==> config.mk <==
export PLATFORM = sky130hd
export DESIGN_NAME = ex_mem_stage_reg
export DESIGN_NICKNAME = d
export VERILOG_FILES = /design/src/rtl/ex_mem_stage_reg.sv
export SDC_FILE = /design/constraint.sdc
export NUM_CORES = 1
export LEC_CHECK = 0
export CORE_ASPECT_RATIO = 0.75
export CORE_MARGIN = 4
export CORE_UTILIZATION = 50
export DETAILED_ROUTE_END_ITERATION = 10
export PLACE_DENSITY = 0.82
export RECOVER_POWER = 25
export SETUP_SLACK_MARGIN = 0.5
export SLEW_MARGIN = 25
export SYNTH_ARGS = -nofsm -noshare
export SYNTH_HDL_FRONTEND = slang
export SYNTH_SLANG_ARGS = --single-unit
==> constraint.sdc <==
create_clock -name clk -period 3.1 [get_ports clk]
set_clock_uncertainty 0.2 [all_clocks]
set_input_delay 0.31 -clock clk [delete_from_list [all_inputs] [get_ports clk]]
set_output_delay 0.31 -clock clk [all_outputs]
set_load 0.005 [all_outputs]
==> src/rtl/ex_mem_stage_reg.sv <==
// rtl/ex_mem_stage_reg.sv - EX/MEM pipeline register with 2-entry skid buffer, flush and stall counter
// Head register drives MEM; skid register absorbs one extra entry so in_ready can be registered.
module ex_mem_stage_reg #(
  parameter int DATA_W = 64,
  parameter int LANES  = 3,
  parameter int CTRL_W = 12,
  parameter int DEST_W = 5,
  parameter int CNT_W  = 16
) (
  input  logic                    clk,
  input  logic                    reset_n,
  input  logic                    flush,
  input  logic                    in_valid,
  output logic                    in_ready,
  input  logic [LANES*DATA_W-1:0] in_data,
  input  logic [CTRL_W-1:0]       in_ctrl,
  input  logic [DEST_W-1:0]       in_dest,
  output logic                    out_valid,
  input  logic                    out_ready,
  output logic [LANES*DATA_W-1:0] out_data,
  output logic [CTRL_W-1:0]       out_ctrl,
  output logic [DEST_W-1:0]       out_dest,
  output logic [CNT_W-1:0]        stall_cnt
);

  typedef enum logic [1:0] {EMPTY = 2'd0, ONE = 2'd1, TWO = 2'd2} state_t;

  state_t                  state, state_nxt;
  logic [LANES*DATA_W-1:0] head_data, skid_data;
  logic [CTRL_W-1:0]       head_ctrl, skid_ctrl;
  logic [DEST_W-1:0]       head_dest, skid_dest;
  logic                    in_fire, out_fire;
  logic                    load_head_in, load_skid, load_head_skid;

  // Both handshake outputs come straight from the state register.
  assign in_ready  = (state != TWO);
  assign out_valid = (state != EMPTY);
  assign in_fire   = in_valid & in_ready;
  assign out_fire  = out_valid & out_ready;

  always_ff @(posedge clk or negedge reset_n) begin
    if (!reset_n) state <= EMPTY;
    else          state <= state_nxt;
  end

  always_comb begin
    state_nxt = state;
    if (flush) begin
      state_nxt = EMPTY;
    end else begin
      case (state)
        EMPTY:   if (in_fire) state_nxt = ONE;
        ONE:     if (in_fire && !out_fire) state_nxt = TWO;
                 else if (!in_fire && out_fire) state_nxt = EMPTY;
        TWO:     if (out_fire) state_nxt = ONE;
        default: state_nxt = EMPTY;
      endcase
    end
  end

  always_comb begin
    load_head_in   = 1'b0;
    load_skid      = 1'b0;
    load_head_skid = 1'b0;
    if (!flush) begin
      case (state)
        EMPTY:   load_head_in = in_fire;
        ONE: begin
          load_head_in = in_fire & out_fire;
          load_skid    = in_fire & ~out_fire;
        end
        TWO:     load_head_skid = out_fire;
        default: ;
      endcase
    end
  end

  always_ff @(posedge clk or negedge reset_n) begin
    if (!reset_n) begin
      head_data <= '0;
      head_ctrl <= '0;
      head_dest <= '0;
    end else if (load_head_in) begin
      head_data <= in_data;
      head_ctrl <= in_ctrl;
      head_dest <= in_dest;
    end else if (load_head_skid) begin
      head_data <= skid_data;
      head_ctrl <= skid_ctrl;
      head_dest <= skid_dest;
    end
  end

  always_ff @(posedge clk or negedge reset_n) begin
    if (!reset_n) begin
      skid_data <= '0;
      skid_ctrl <= '0;
      skid_dest <= '0;
    end else if (load_skid) begin
      skid_data <= in_data;
      skid_ctrl <= in_ctrl;
      skid_dest <= in_dest;
    end
  end

  always_ff @(posedge clk or negedge reset_n) begin
    if (!reset_n)                                   stall_cnt <= '0;
    else if (out_valid && !out_ready && stall_cnt != '1) stall_cnt <= stall_cnt + CNT_W'(1);
  end

  // Bubbles must never carry REGWRITE/MEMWRITE into MEM.
  assign out_ctrl = out_valid ? head_ctrl : '0;
  assign out_data = head_data;
  assign out_dest = head_dest;

endmodule

==> results of run 1 <==
routing by layer:
layer | vias up | global-route usage | wire (um)
met5 | - | 0 | 27
met2 | 480 | 0.392 | 23900
li1 | 5491 | - | -
met1 | 6463 | 0.301 | 19800
met3 | 104 | 0.0833 | 4500
met4 | 4 | 0.0796 | 1660
stage by stage:
| step | worst slack [ps] | power (mW) | instance area (um^2) | hold WS [ps] | utilization |
|---|---|---|---|---|---|
| final | 557 | 17.5 | 24500 | 220 | 0.700 |
| after global routing | 255 | 18.4 | 24500 | 200 | 0.700 |
| after CTS | 501 | 17.6 | 24300 | 131 | 0.695 |
| after global placement | 389 | 11.9 | 22800 | 99.6 | 0.651 |
| after floorplan | 817 | 9.84 | 17900 | -186 | - |
| after detailed placement | 348 | 12.1 | 22800 | 97.5 | 0.651 |
what timing repair did:
action | in CTS | in global routing
hold buffers | 1 | 0
endpoints found under the setup margin | 190 | 416
resized for setup | 6 | 10
cloned | 1 | 6
buffers inserted | 2 | 3
hold endpoints to repair | 53 | 0
pin swaps | 1 | 7
critical path: stages, from the launching register on:
cell       delay, ps
dfrtp_2          470
nand2b_4         180
and2_1           190
ha_1             220
mux2i_2          220
nor3_4           100
buf_6            190
clkbuf_16        220
a22o_1           260
a21o_1           160
state kept, by name, summed over array words and instances, names as in the netlist:
name / count
out_data: 192
skid_data: 192
stall_cnt: 16
head_ctrl: 12
skid_ctrl: 12
out_dest: 5
skid_dest: 5
state: 2
how the worst max path moves through the flow:
stage	endpoint	start	depth (start not counted)
2_1_floorplan	out_data[100]$_DFFE_PN0P_	state[0]$_DFFE_PN0P_	11
3_3_place_gp	skid_data[148]$_DFFE_PN0P_	in_valid	8
3_5_place_dp	out_data[68]$_DFFE_PN0P_	out_ready	9
4_1_cts	skid_data[112]$_DFFE_PN0P_	state[0]$_DFFE_PN0P_	8
5_1_grt	out_data[118]$_DFFE_PN0P_	reset_n	3
6_report	out_data[180]$_DFFE_PN0P_	state[0]$_DFFE_PN0P_	9
cells by family after synthesis:
family / count (synthesis) / share of synthesized area
XOR/XNOR: 15 / 0.00736
AND/OR/NAND/NOR: 54 / 0.0174
AO/OA/AOI/OAI: 424 / 0.193
multiplexers: 212 / 0.134
adder cells (fa/ha/maj): 3 / 0.00210
buffers and inverters: 98 / 0.0351
flip-flops: 436 / 0.611
where the power goes:
group | internal [mW] | leakage (nW) | switching (mW)
Clock | 3.30 | 0.736 | 2.13
Combinational | 2.55 | 5.50 | 1.34
Sequential | 7.29 | 5.37 | 0.942
final cells by class:
cell class,instances,area [um^2],share of cell area
clock buffers,68,1340,0.0548
multi-input cells,708,6360,0.260
inverters,2,7.51,0.000306
clock inverters,9,145,0.00592
flip-flops and latches,436,10900,0.445
diodes,3,7.51,0.000306
repair buffers,488,5160,0.211
well taps,457,572,0.0233
cells in the mapped netlist (7+ instances only):
library cell and count:
xnor2_1 11, a22o_1 209, nor2b_1 13, nand4_1 8, nand2_1 9, mux2_2 210, buf_2 57, a21o_1 209
clkbuf_1 13, nor2_1 7, dfrtp_1 436, buf_6 24
==> results by group, run 1 <==
STA
  • Fin crit period: 2540 ps
  • Fmax: 393 MHz
  • Final Hold Violating Endpoints: 0
  • Final TNS setup: 0 ps
  • Worst-Margin Slew: 1800 ps
  • Fin crit share: 0.820
  • Slew headroom: -0.199
  • Setup violators final: 0
  • RSZ-0062 raised after global routing: yes
  • Max Slew Vio Count: 60

Setup path
  • Worst Path Required: 3310 ps
  • Crit path capture type: flop
  • Max FO, Critical Path: 30
  • R2R cell count: 9
  • R2r setup slk: ~560 ps
  • Worst setup SP type: flop
  • WS Path Type: flop to flop
  • Crit path DAT: 2750 ps
  • Worst R2R Start: state[0]$_DFFE_PN0P_
  • Reg2reg end: out_data[180]$_DFFE_PN0P_

Place
  • Port Buffers: 440
  • Hpwl dp: 32.4 mm
  • Cell count after placement: 2,078
  • RD Place Congestion: 0.818

Global route
  • Global-route wire length before repair: 73.8 mm
  • GRT Total Usage: 0.239
  • Largest net degree at the start of global routing: 84
  • Initial antenna violation count: 5
  • Vias in the first global route: between 10,000 and 15,000
  • Remaining global-route overflow: 0

Die
  • Die width: 226 um
  • Die area: 38,800 um^2
  • Core ar.: 35,000 um^2
  • # rows: 59
  • Io pins: approximately 440
  • Die Ht: 172 um
  • Starting Density: 0.510

Detailed routing
  • Drt wl/cell: 23.0 um
  • Pre-antenna DRT Iters: 4
  • Final wirelength: 49.8 mm
  • Vias: ~13,000
  • Drt first-iter violations: 873
  • Drt drc: 0
  • Antenna-violating nets left: 0
  • Via-per-instance ratio: 5.78

Synthesis
  • Yosys Warn Count: 0
  • EDFF count, synth: 0
  • Mapped Area: 17,900 um^2
  • Synth Instances: 1,242
  • Mean post-synth cell area: 14.4 um^2
  • Post-synthesis register bit count: between 400 and 500
  • Sequential area share after synthesis: 0.611
  • Top cell type's share of synthesized area: 0.611
  • Syn Nets: 1,459
  • Async SR Flop Fraction: 1.00
  • Ranking of synthesized cells by area: dfrtp_1 61%, mux2_2 13%, a22o_1 10%
  • Primary FF master, synth: dfrtp_1
  • Yosys cell types: 32
  • Yosys top cell by area: dfrtp_1

Clock network
  • H-tree depth: 2
  • Clock Sink Count: approximately 440
  • Worst skew pair latency: 520 ps
  • TritonCTS clock tree: yes
  • Clock-pin transition on the worst setup and hold timing paths: 70 ps
  • Max Root-Sink Buffers: 3
  • Clock Tree Root: clkbuf_16
  • Cts bufs inserted: 43

Cells and area
  • Area grow syn2layout: 37.3%
  • Post-Layout Cell Count: 2,171
  • Layout cells sized above 1: 0.196
  • # fillers: 2,371
  • Commonest non-fill, non-tap cell in the layout: clkdlybuf4s50_1
  • Commonest cells after routing, fill and taps aside: 439 x clkdlybuf4s50_1, 434 x dfrtp_1, 210 x mux2_2
  • Nets@finish: 1,896

Status
  • Status: finished, violations left
  • Failing checks: max-capacitance violations, max-slew violations

Power and ir drop
  • VDD IR max: around 570 uV
  • Leak pwr: 11.6 nW
  • Cell Pwr Density: roughly 700 nW/um^2

Worst hold path
  • Worst hold start: in_data[126]
  • Hold Path Depth: 2
  • Hold Path End: skid_data[126]$_DFFE_PN0P_
  • Worst Hold Class: input pin to flop

Flow run
  • Total of max-cap violations: 1
No activity file was read; power rests on OpenSTA's default activity.
==> inputs of run 2 (changes only) <==
--- a/config.mk
+++ b/config.mk
@@ -7,9 +7,9 @@
 export LEC_CHECK = 0
 export CORE_ASPECT_RATIO = 0.75
 export CORE_MARGIN = 4
-export CORE_UTILIZATION = 50
+export CORE_UTILIZATION = 45
 export DETAILED_ROUTE_END_ITERATION = 10
-export PLACE_DENSITY = 0.82
+export PLACE_DENSITY = 0.78
 export RECOVER_POWER = 25
 export SETUP_SLACK_MARGIN = 0.5
 export SLEW_MARGIN = 25
==> constraint.sdc (replaced) <==
create_clock -name clk -period 2.29 [get_ports clk]
set_clock_uncertainty 0.2 [all_clocks]
set_input_delay 0.229 -clock clk [delete_from_list [all_inputs] [get_ports clk]]
set_output_delay 0.229 -clock clk [all_outputs]
set_load 0.005 [all_outputs]
==> run 2 against run 1 <==
Against the previous run:
- clock power increased by 27%
- non-clock buffer count up 75
- die area increased by 11%
- critical path depth increased by 1
- cell area up 5.9%
- highest routed layer unchanged
- largest cell class unchanged
- first-iteration DRC count decreased by 15%
- the flow finishes with violations (negative setup slack)
- setup slack lost 650 ps
- combinational power grew 53%
==> results by group, run 2 (synthesis gave the netlist of run 1 again) <==
Detailed routing
  • Drt wl/cell: around 23 um
  • Via-per-instance ratio: 5.57
  • Vias: about 13,000
  • Final wirelength: 52.3 mm
  • Antenna-violating nets left: 0
  • Drt drc: 0
  • Drt first-iter violations: 746
  • Pre-antenna DRT Iters: 5

Cells and area
  • Commonest non-fill, non-tap cell in the layout: dfrtp_1
  • Reg area: 10,900 um^2
  • Layout cells sized above 1: 0.232
  • Post-Layout Cell Count: 2,295
  • # fillers: 2,660
  • Layout Cell Area excl Fill: 26,000 um^2
  • Commonest cells after routing, fill and taps aside: 436 x dfrtp_1, 426 x clkdlybuf4s50_1, 209 x a22o_1, 209 x a21o_1, 136 x mux2_4
  • Nets@finish: 1,970
  • Area grow syn2layout: 45.4%
  • Final core utilization: 0.671
  • Area occupied by multi-input gates: between 6000 and 7000 um^2

Die
  • Core ar.: 38,700 um^2
  • Die Ht: 181 um
  • Die area: 43,000 um^2
  • Io pins: 441
  • # rows: 62
  • Die width: 238 um
  • Starting Density: 0.461

Power and ir drop
  • VDD IR max: 613 uV
  • Leak pwr: 12.5 nW
  • Sequential power share: 0.466
  • Share of power burned in combinational logic: 0.247
  • Int Power: about 18 mW
  • Tot Pwr: 24.1 mW
  • Sw Pwr: roughly 6.2 mW
  • Sw frac: 0.257
  • Cell Pwr Density: 928 nW/um^2
  • Clock power frac: 0.287

Global route
  • Global-route wire length before repair: 79.0 mm
  • Remaining global-route overflow: 0
  • Largest net degree at the start of global routing: 68
  • Initial antenna violation count: 3
  • Vias in the first global route: 13,700
  • GRT Total Usage: 0.228

Clock network
  • Clock Tree Root: clkbuf_16
  • Clock-pin transition on the worst setup and hold timing paths: 60 ps
  • Max Root-Sink Buffers: 3
  • TritonCTS clock tree: yes
  • Clock Sink Count: 436
  • Cts bufs inserted: 42
  • Worst skew pair latency: 540 ps
  • H-tree depth: 2

STA
  • Max Slew Vio Count: 0
  • Setup violators final: 161
  • Final TNS setup: -4740 ps
  • Final Hold Violating Endpoints: 0
  • Fin crit period: between 2000 and 2500 ps
  • Fmax: ~420 MHz
  • Slew headroom: 0.250
  • Worst-Margin Slew: 1130 ps
  • WHS: 130 ps
  • Fin crit share: 1.04
  • Slack of the critical path: -88.4 ps
  • RSZ-0062 raised after global routing: yes

Worst hold path
  • Worst Hold Class: input pin to flop

Setup path
  • Max FO, Critical Path: 25
  • Crit path DAT: 2590 ps
  • Worst Path Required: 2500 ps
  • Crit path capture type: flop
  • Worst setup SP type: flop
  • WS Path Type: flop to flop

Status
  • Status: finished, violations left
  • Failing checks: negative setup slack

Flow run
  • Total of max-cap violations: 0

Place
  • Post-DP Area: roughly 24,000 um^2
  • RD Place Congestion: between 0.8 and 0.9
  • Dpl ws: -344 ps
  • Cell count after placement: approximately 2,200
  • Port Buffers: 440
  • Hpwl dp: 35.2 mm
==> run 2: changes by cell type in the layout (fill, tap and decap cells not counted), sizes merged, moves of 3 or more <==
cell           previous run  this run
buf                      37       103
clkdlybuf4s50           439       426
clkinvlp                  0         3
dlygate4sd2               0         4
clkdlybuf4s15             0         7
==> run 2: power groups by stage <==
stage / Clock [mW] / Combinational, mW / Sequential (mW)
finish: 6.91 / 5.95 / 11.2
CTS: 7.02 / 5.96 / 11.2
detailed placement: 0 / 5.85 / 11.3
global placement: 0 / 5.69 / 11.2
floorplan: 0 / 2.88 / 11.0
global route: 7.37 / 6.36 / 11.5
==> run 2: final cells by class <==
cell class / instances / share of cell area
clock inverters: 13 / 0.00501
flip-flops and latches: 436 / 0.420
repair buffers: 563 / 0.236
diodes: 1 / 0.0000964
multi-input cells: 708 / 0.266
clock buffers: 60 / 0.0471
well taps: 512 / 0.0247
inverters: 2 / 0.000289
==> run 2: routing by layer <==
metal,track usage,up-vias,wire length (um)
met5,0,-,22
met4,0.0527,4,1160
met3,0.0728,84,4230
met2,0.370,421,25100
met1,0.303,6604,21800
li1,-,5666,-
==> run 2: what timing repair did <==
item                                   in CTS  in global routing
cloned                                      1                 12
endpoints found under the hold margin     188                  0
setup buffers                               6                  2
hold buffers                                1                  0
resized for setup                          41                 21
setup endpoints to repair                 661                662
pin swaps                                   7                  3
==> run 2: worst paths after layout <==
path,startpoint,endpoint,slack [ps],cells after the start
setup / recovery,state[1]$_DFFE_PN0P_,skid_data[148]$_DFFE_PN0P_,-90,10
hold / removal,in_data[177],skid_data[177]$_DFFE_PN0P_,130,2
setup reg to reg,state[1]$_DFFE_PN0P_,skid_data[148]$_DFFE_PN0P_,-90,10
hold reg to reg,head_ctrl[11]$_DFFE_PN0P_,head_ctrl[11]$_DFFE_PN0P_,260,1
max in group asynchronous,reset_n,out_data[144]$_DFFE_PN0P_,280,3
min in group asynchronous,reset_n,skid_data[111]$_DFFE_PN0P_,290,2
==> run 2: worst max-delay path, stage by stage (launching register included) <==
cell       delay [ps]
dfrtp_1           410
buf_6             130
nand2b_4           60
and2_4            150
ha_1              160
nand2_2            60
nor3_4            160
buf_12            170
clkbuf_16         170
buf_16            210
mux2_4            320
